File: src/rtl/fp_pkg.sv
`default_nettype none
// ============================================================================
//  Module      : fp_pkg
//  Description : Shared binary32 field layout, converter state encoding and
//                result flag positions for the float-to-integer path.
//  Revision    : 1.0  initial release
// ============================================================================
package fp_pkg;

    localparam int EXP_W = 8;
    localparam int MAN_W = 23;
    localparam int BIAS  = 127;

    // Unbiased exponent width: covers -127..128 as a signed value.
    localparam int E_W   = 10;

    // Positions inside the {invalid, overflow, inexact} flag vector.
    localparam int FLG_INV = 2;
    localparam int FLG_OVF = 1;
    localparam int FLG_NX  = 0;

    typedef struct packed {
        logic             sign;
        logic [EXP_W-1:0] exp;
        logic [MAN_W-1:0] man;
    } fp32_t;

    typedef enum logic [1:0] {
        ST_IDLE  = 2'd0,
        ST_SHIFT = 2'd1,
        ST_ROUND = 2'd2,
        ST_OUT   = 2'd3
    } conv_state_t;

endpackage
`default_nettype wire

File: src/rtl/fp32_classify.sv
`default_nettype none
// ============================================================================
//  Module      : fp32_classify
//  Description : Combinational unpack of a binary32 word into class bits,
//                unbiased exponent and significand with hidden bit.
//  Revision    : 1.0  initial release
// ============================================================================
module fp32_classify
    import fp_pkg::*;
(
    input  fp32_t                i_word,
    output logic                 o_is_nan,
    output logic                 o_is_inf,
    output logic                 o_is_zero,
    output logic signed [E_W-1:0] o_exp_unb,
    output logic [MAN_W:0]       o_sig
);

    logic w_exp_max;
    logic w_exp_min;
    logic w_man_zero;

    assign w_exp_max  = (i_word.exp == {EXP_W{1'b1}});
    assign w_exp_min  = (i_word.exp == {EXP_W{1'b0}});
    assign w_man_zero = (i_word.man == {MAN_W{1'b0}});

    assign o_is_nan  = w_exp_max && !w_man_zero;
    assign o_is_inf  = w_exp_max &&  w_man_zero;
    assign o_is_zero = w_exp_min &&  w_man_zero;

    // Denormals keep e = -127; the right-shift clamp makes the off-by-one moot.
    assign o_exp_unb = E_W'({2'b00, i_word.exp}) - E_W'(BIAS);
    assign o_sig     = {!w_exp_min, i_word.man};

endmodule
`default_nettype wire

File: src/rtl/fp32_to_int.sv
`default_nettype none
// ============================================================================
//  Module      : fp32_to_int
//  Description : Multi-cycle binary32 to signed/unsigned integer converter.
//                Unpack, iterative align, round-to-nearest-even, saturate.
//  Revision    : 1.0  initial release
// ============================================================================
module fp32_to_int
    import fp_pkg::*;
#(
    parameter int INT_W = 32,
    parameter int STEP  = 4
)
(
    input  logic             clk,
    input  logic             rst,
    input  logic             in_valid,
    output logic             in_ready,
    input  logic [31:0]      in_data,
    input  logic             in_signed,
    output logic             out_valid,
    input  logic             out_ready,
    output logic [INT_W-1:0] out_data,
    output logic [2:0]       out_flags
);

    // Working vector is {integer magnitude, round bit}; sticky kept apart.
    localparam int XW  = INT_W + 1;
    localparam int SHW = 7;

    localparam logic [SHW-1:0]        c_step    = SHW'(STEP);
    localparam logic signed [E_W-1:0] c_man_s   = E_W'(MAN_W);
    localparam logic signed [E_W-1:0] c_rmax_s  = E_W'(MAN_W + 3);
    localparam logic signed [E_W-1:0] c_ovf_u_s = E_W'(INT_W);
    localparam logic signed [E_W-1:0] c_ovf_s_s = E_W'(INT_W - 1);
    localparam logic [INT_W-1:0]      c_max_s   = {1'b0, {(INT_W-1){1'b1}}};
    localparam logic [INT_W-1:0]      c_min_s   = {1'b1, {(INT_W-1){1'b0}}};
    localparam logic [INT_W-1:0]      c_ones    = {INT_W{1'b1}};

    conv_state_t      state_q,     state_d;
    logic             sign_q,      sign_d;
    logic             signed_q,    signed_d;
    logic             left_q,      left_d;
    logic [SHW-1:0]   shamt_q,     shamt_d;
    logic [XW-1:0]    x_q,         x_d;
    logic             sticky_q,    sticky_d;
    logic [INT_W-1:0] out_data_q,  out_data_d;
    logic [2:0]       out_flags_q, out_flags_d;

    fp32_t                w_fields;
    logic                 w_is_nan;
    logic                 w_is_inf;
    logic                 w_is_zero;
    logic signed [E_W-1:0] w_e;
    logic [MAN_W:0]       w_sig;

    assign w_fields = fp32_t'(in_data);

    fp32_classify u_classify (
        .i_word    (w_fields),
        .o_is_nan  (w_is_nan),
        .o_is_inf  (w_is_inf),
        .o_is_zero (w_is_zero),
        .o_exp_unb (w_e),
        .o_sig     (w_sig)
    );

    // Accept-time classification of the incoming operand.
    logic                  w_accept;
    logic                  w_ovf_range;
    logic                  w_exact_min;
    logic                  w_go_left;
    logic signed [E_W-1:0] w_ldist;
    logic signed [E_W-1:0] w_rdist;
    logic [SHW-1:0]        w_shamt_init;

    assign w_accept    = in_valid && in_ready;
    assign w_ovf_range = in_signed ? (w_e >= c_ovf_s_s) : (w_e >= c_ovf_u_s);
    assign w_exact_min = in_signed && w_fields.sign && (w_e == c_ovf_s_s)
                         && (w_fields.man == {MAN_W{1'b0}});
    assign w_go_left   = (w_e >= c_man_s);
    assign w_ldist     = w_e - c_man_s;
    assign w_rdist     = c_man_s - w_e;
    assign w_shamt_init = w_go_left ? w_ldist[SHW-1:0]
                        : ((w_rdist > c_rmax_s) ? c_rmax_s[SHW-1:0] : w_rdist[SHW-1:0]);

    // One alignment step: at most STEP bits, never past the remaining count.
    logic [SHW-1:0] w_step_n;
    logic [XW-1:0]  w_drop_mask;
    logic           w_step_last;

    assign w_step_n    = (shamt_q > c_step) ? c_step : shamt_q;
    assign w_drop_mask = (XW'(1) << w_step_n) - XW'(1);
    assign w_step_last = (shamt_q == w_step_n);

    // Round-to-nearest-even on the aligned magnitude.
    logic [INT_W-1:0] w_mag;
    logic             w_r;
    logic             w_l;
    logic             w_inc;
    logic [INT_W-1:0] w_rounded;
    logic             w_nx;

    assign w_mag     = x_q[XW-1:1];
    assign w_r       = x_q[0];
    assign w_l       = x_q[1];
    assign w_inc     = w_r && (w_l || sticky_q);
    assign w_rounded = w_mag + {{(INT_W-1){1'b0}}, w_inc};
    assign w_nx      = w_r || sticky_q;

    // Next-state, datapath and result computation.
    always_comb begin
        state_d     = state_q;
        sign_d      = sign_q;
        signed_d    = signed_q;
        left_d      = left_q;
        shamt_d     = shamt_q;
        x_d         = x_q;
        sticky_d    = sticky_q;
        out_data_d  = out_data_q;
        out_flags_d = out_flags_q;

        case (state_q)
            ST_IDLE: begin
                if (w_accept) begin
                    out_flags_d = 3'b000;
                    if (w_is_nan) begin
                        out_data_d           = in_signed ? c_max_s : c_ones;
                        out_flags_d[FLG_INV] = 1'b1;
                        state_d              = ST_OUT;
                    end else if (w_is_zero) begin
                        out_data_d = '0;
                        state_d    = ST_OUT;
                    end else if (w_exact_min) begin
                        out_data_d = c_min_s;
                        state_d    = ST_OUT;
                    end else if (w_is_inf || w_ovf_range) begin
                        if (!w_fields.sign) begin
                            out_data_d           = in_signed ? c_max_s : c_ones;
                            out_flags_d[FLG_OVF] = 1'b1;
                        end else if (in_signed) begin
                            out_data_d           = c_min_s;
                            out_flags_d[FLG_OVF] = 1'b1;
                        end else begin
                            out_data_d           = '0;
                            out_flags_d[FLG_INV] = 1'b1;
                        end
                        state_d = ST_OUT;
                    end else begin
                        sign_d   = w_fields.sign;
                        signed_d = in_signed;
                        left_d   = w_go_left;
                        shamt_d  = w_shamt_init;
                        x_d      = XW'({w_sig, 1'b0});
                        sticky_d = 1'b0;
                        state_d  = (w_shamt_init == '0) ? ST_ROUND : ST_SHIFT;
                    end
                end
            end

            ST_SHIFT: begin
                if (left_q) begin
                    x_d = x_q << w_step_n;
                end else begin
                    x_d      = x_q >> w_step_n;
                    sticky_d = sticky_q || ((x_q & w_drop_mask) != '0);
                end
                shamt_d = shamt_q - w_step_n;
                if (w_step_last) begin
                    state_d = ST_ROUND;
                end
            end

            ST_ROUND: begin
                out_flags_d         = 3'b000;
                out_flags_d[FLG_NX] = w_nx;
                if (signed_q) begin
                    out_data_d = sign_q ? (~w_rounded + {{(INT_W-1){1'b0}}, 1'b1})
                                        : w_rounded;
                end else if (sign_q) begin
                    out_data_d           = '0;
                    out_flags_d[FLG_INV] = (w_rounded != '0);
                end else begin
                    out_data_d = w_rounded;
                end
                state_d = ST_OUT;
            end

            ST_OUT: begin
                if (out_ready) begin
                    state_d = ST_IDLE;
                end
            end

            default: begin
                state_d = ST_IDLE;
            end
        endcase
    end

    // State and datapath registers; reset discards any conversion in flight.
    always_ff @(posedge clk) begin
        if (rst) begin
            state_q     <= ST_IDLE;
            sign_q      <= 1'b0;
            signed_q    <= 1'b0;
            left_q      <= 1'b0;
            shamt_q     <= '0;
            x_q         <= '0;
            sticky_q    <= 1'b0;
            out_data_q  <= '0;
            out_flags_q <= 3'b000;
        end else begin
            state_q     <= state_d;
            sign_q      <= sign_d;
            signed_q    <= signed_d;
            left_q      <= left_d;
            shamt_q     <= shamt_d;
            x_q         <= x_d;
            sticky_q    <= sticky_d;
            out_data_q  <= out_data_d;
            out_flags_q <= out_flags_d;
        end
    end

    assign in_ready  = (state_q == ST_IDLE) && !rst;
    assign out_valid = (state_q == ST_OUT);
    assign out_data  = out_data_q;
    assign out_flags = out_flags_q;

endmodule
`default_nettype wire

File: config.mk
export PLATFORM = sky130hd
export DESIGN_NAME = fp32_to_int
export DESIGN_NICKNAME = d
export VERILOG_FILES = /design/src/rtl/fp_pkg.sv /design/src/rtl/fp32_classify.sv /design/src/rtl/fp32_to_int.sv
export SDC_FILE = /design/constraint.sdc
export NUM_CORES = 1
export LEC_CHECK = 0
export BUFFER_PORTS_ARGS = -buffer_cell sky130_fd_sc_hd__buf_2
export CAP_MARGIN = 20
export CELL_PAD_IN_SITES_DETAIL_PLACEMENT = 1
export CELL_PAD_IN_SITES_GLOBAL_PLACEMENT = 1
export CORE_UTILIZATION = 50
export DETAILED_ROUTE_END_ITERATION = 6
export GPL_ROUTABILITY_DRIVEN = 0
export PLACE_DENSITY_LB_ADDON = 0.1
export REMOVE_ABC_BUFFERS = 1
export SLEW_MARGIN = 20
export SYNTH_ARGS = -nofsm -noshare
export SYNTH_HDL_FRONTEND = slang
export SYNTH_SLANG_ARGS = --single-unit
File: constraint.sdc
create_clock -name clk -period 9.9 [get_ports clk]
set_clock_uncertainty 0.2 [all_clocks]
set_input_delay 0.495 -clock clk [delete_from_list [all_inputs] [get_ports clk]]
set_output_delay 0.495 -clock clk [all_outputs]
set_load 0.03 [all_outputs]
==> key figures <==
Hold path
  – Worst Hold Path EP: out_flags[0]
  – HP Class: register to register
  – Hold depth: 2
  – Hold wc startpoint: out_flags[0]

Timing
  – Worst slew pin tran: 0.8916 ns
  – Final period util: 0.4545
  – Max Fclk: 222.2 MHz
  – Pins Over Slew Limit: 0
  – Endpoints failing setup: 0
  – Minimum clock period: 4.500 ns
  – RSZ-0062 raised after global routing: false
  – Hold Fails Final Rpt: 0
  – Final setup TNS: 0 ns
  – Slew HR: 0.4056

Global route
  – GRT Residual Overflow: 0
  – Initial antenna violation count: 0
  – Vias in the first global route: 9,315
  – First-pass GRT wire length: 49.80 mm
  – GRT Util Overall: 0.3437
  – Largest net degree at the start of global routing: 60

Yosys
  – Synthesized area: 8817 um^2
  – Async S/R FF share, synth: 0
  – Post-Synth Adder-Cell Area: 0.02554
  – Synth unique cells: 76
  – Post-synthesis simple-gate area fraction: 0.2425
  – Synth Warn #: 0
  – Mux cell area share after synthesis: 0.1743
  – Synth Area in Compound Gates: 0.2438
  – Main combinational cell family by area after synthesis: compound AO/OA/AOI/OAI gates
  – Number of synthesized flops with an enable pin: 0
  – Prevailing post-synth register cell: dfxtp_1
  – Gate Count Post-Synth: 1,151
  – Post-synthesis average cell area: 7.660 um^2
  – FF+latch count, synth: 81
  – Sequential area share after synthesis: 0.1839
  – XOR/XNOR share of the synthesized area: 0.05761

Route
  – WL/cell: 22.62 um
  – Vias: 9,472
  – Antenna Nets Post-Route: 0
  – First drt pass iteration count: 5
  – 1st-iter DRT viols: 758
  – Via density: 6.985
  – DRC: 0
  – Total Wirelength: 30.67 mm

Floorplan
  – Die area: 18,170 um^2
  – Rows: 48
  – Core box area: 17,240 um^2
  – Die Ht: 134.8 um
  – I/O pin count: 74
  – Starting Density: 0.5115
  – Die width: 134.8 um

Critical path
  – R2r startpoint: x_q[8]
  – Critical path required time: 9.99 ns
  – Worst R2R Setup Slack: 5.40 ns
  – Worst Setup End Kind: register
  – Reg2reg path depth: 8
  – Critical path arrival: 4.59 ns
  – Crit Path Class: register to register
  – Crit Path Max Fanout: 20
  – RR Endpoint: out_data[31]
  – Startpoint types: register

Place
  – Port bufs: 73
  – Hpwl dp: 20.48 mm
  – Placed insts: 1,341

Final layout
  – Register cell area after layout: 1622 um^2
  – Layout area overhead: 7.734%
  – Layout Utilization: 0.5511
  – Final #Nets: 1,182
  – Fillers: 2,185
  – Share of post-route cells with drive strength above 1: 0.1786
  – Final non-filler cell total: 1,356
  – Multi-input logic area: 6586 um^2
  – Antenna Cells: 0

Power
  – Leakage: 3.389 nW
  – Worst IR drop on VDD: 0.0002512 V
  – Power per Cell Area: 254.7 nW/um^2

Clock network
  – Num Clock Sinks: 81
  – Clk pin slew, worst setup/hold paths: 0.07 ns
  – CTS root buffer: clkbuf_16
  – Resized cells post-CTS: 0
  – CTS Buf Count: 9
  – CTS H-tree lvls: 3
  – Post-CTS setup buffers: 0
  – Max clock buf depth: 2
  – Hold buffers post-CTS: 0
  – Clk_lat worst skew: 0.36 ns
  – CTS tree: built

Job
  – Max cap viols: 0

Status
  – Status: finished, final reports clean
## sequential cells by signal (all words and copies together) (netlist names)
name and flops:
x_q 33, out_data 32, shamt_q 7, out_flags 3, state_q 2, left_q 1
sign_q 1, signed_q 1, sticky_q 1
## worst max path at each step
stage | start | to | depth (start not counted)
after CTS | x_q[8] | out_data[31] | 8
after global routing | x_q[0] | out_data[31] | 10
final | x_q[8] | out_data[31] | 8
after detailed placement | in_data[23] | shamt_q[2] | 15
after global placement | in_data[23] | shamt_q[2] | 15
after floorplan | shamt_q[3] | x_q[27] | 6
## report_power, final
group          leakage [nW]  switching [W]  internal, W
Combinational          2.57       0.000916     0.000523
Clock                 0.163       0.000165     0.000248
Sequential            0.661       0.000164     0.000405
Total                  3.39        0.00124      0.00117
## kinds of logic after synthesis
kind of cell	count (synthesis)
buffers and inverters	162
flip-flops	81
multiplexers	78
adder cells (fa/ha/maj)	18
AND/OR/NAND/NOR	429
other	1
XOR/XNOR	58
AO/OA/AOI/OAI	324
## layer usage
layer,global-route usage,wire (um),up-vias
li1,-,-,4316
met1,0.4637,13210,4702
met2,0.5581,14710,399
met3,0.05105,2078,55
met4,0.1236,668,0
met5,0,0,-
## final cells by class
class | instances | share of cell area
Sequential cell | 81 | 0.1707
Clock buffer | 9 | 0.02371
Tap cell | 225 | 0.02964
Timing Repair Buffer | 100 | 0.05980
Multi-Input combinational cell | 908 | 0.6934
Clock inverter | 6 | 0.01212
Inverter | 27 | 0.01067
## synthesized netlist by cell type (all sizes together), types with 12 or more instances
cell / number / share of area
ha: 18 / 0.026
and4: 12 / 0.012
nand2: 88 / 0.037
nor2: 120 / 0.051
o21ai: 59 / 0.033
o31ai: 14 / 0.012
clkbuf: 112 / 0.048
nor4: 20 / 0.017
nand3: 45 / 0.027
a211oi: 28 / 0.024
nor3: 56 / 0.032
a31oi: 21 / 0.015
xnor2: 35 / 0.035
buf: 23 / 0.013
mux2i: 14 / 0.016
mux4: 60 / 0.15
a21oi: 87 / 0.049
dfxtp: 81 / 0.18
o211ai: 29 / 0.025
xor2: 23 / 0.023
nand4: 27 / 0.019
inv: 25 / 0.011
## critical path, stage by stage (launching register included)
cell,delay (ns)
dfxtp_1,0.84
nand4_1,0.42
nor4_4,0.73
nand2_1,0.21
xnor2_1,0.24
or4_4,0.57
or4_1,0.51
or4_1,0.51
a41oi_2,0.18
## cells in the final DEF (no fill, tap or decap), types with 21 or more instances in the layout
| master | Yosys | routed |
|---|---|---|
| o211ai_1 | 29 | 29 |
| xor2_1 | 23 | 23 |
| o21ai_0 | 57 | 57 |
| a31oi_1 | 21 | 21 |
| buf_2 | 11 | 73 |
| nand3_1 | 43 | 42 |
| nor2_1 | 120 | 120 |
| dfxtp_1 | 81 | 81 |
| nor3_1 | 55 | 55 |
| xnor2_1 | 35 | 35 |
| a21oi_1 | 87 | 87 |
| a211oi_1 | 28 | 28 |
| mux4_2 | 60 | 60 |
| nand2_1 | 88 | 88 |
| inv_1 | 25 | 24 |
| buf_4 | 3 | 27 |
| nand4_1 | 27 | 27 |
## metrics by stage
| step | hold slack, ns | area [um^2] | setup slack, ns | total power [W] |
|---|---|---|---|---|
| final | 0.2603 | 9499 | 5.400 | 0.002419 |
| after global routing | 0.2872 | 9499 | 5.229 | 0.002565 |
| after CTS | 0.2623 | 9499 | 5.497 | 0.002394 |
| after detailed placement | 0.2506 | 9159 | 5.463 | 0.001969 |
| after global placement | 0.2390 | 9159 | 5.689 | 0.001928 |
| after floorplan | 0.2598 | 8284 | 5.394 | 0.001521 |
Power figures use the tool's default switching activity.
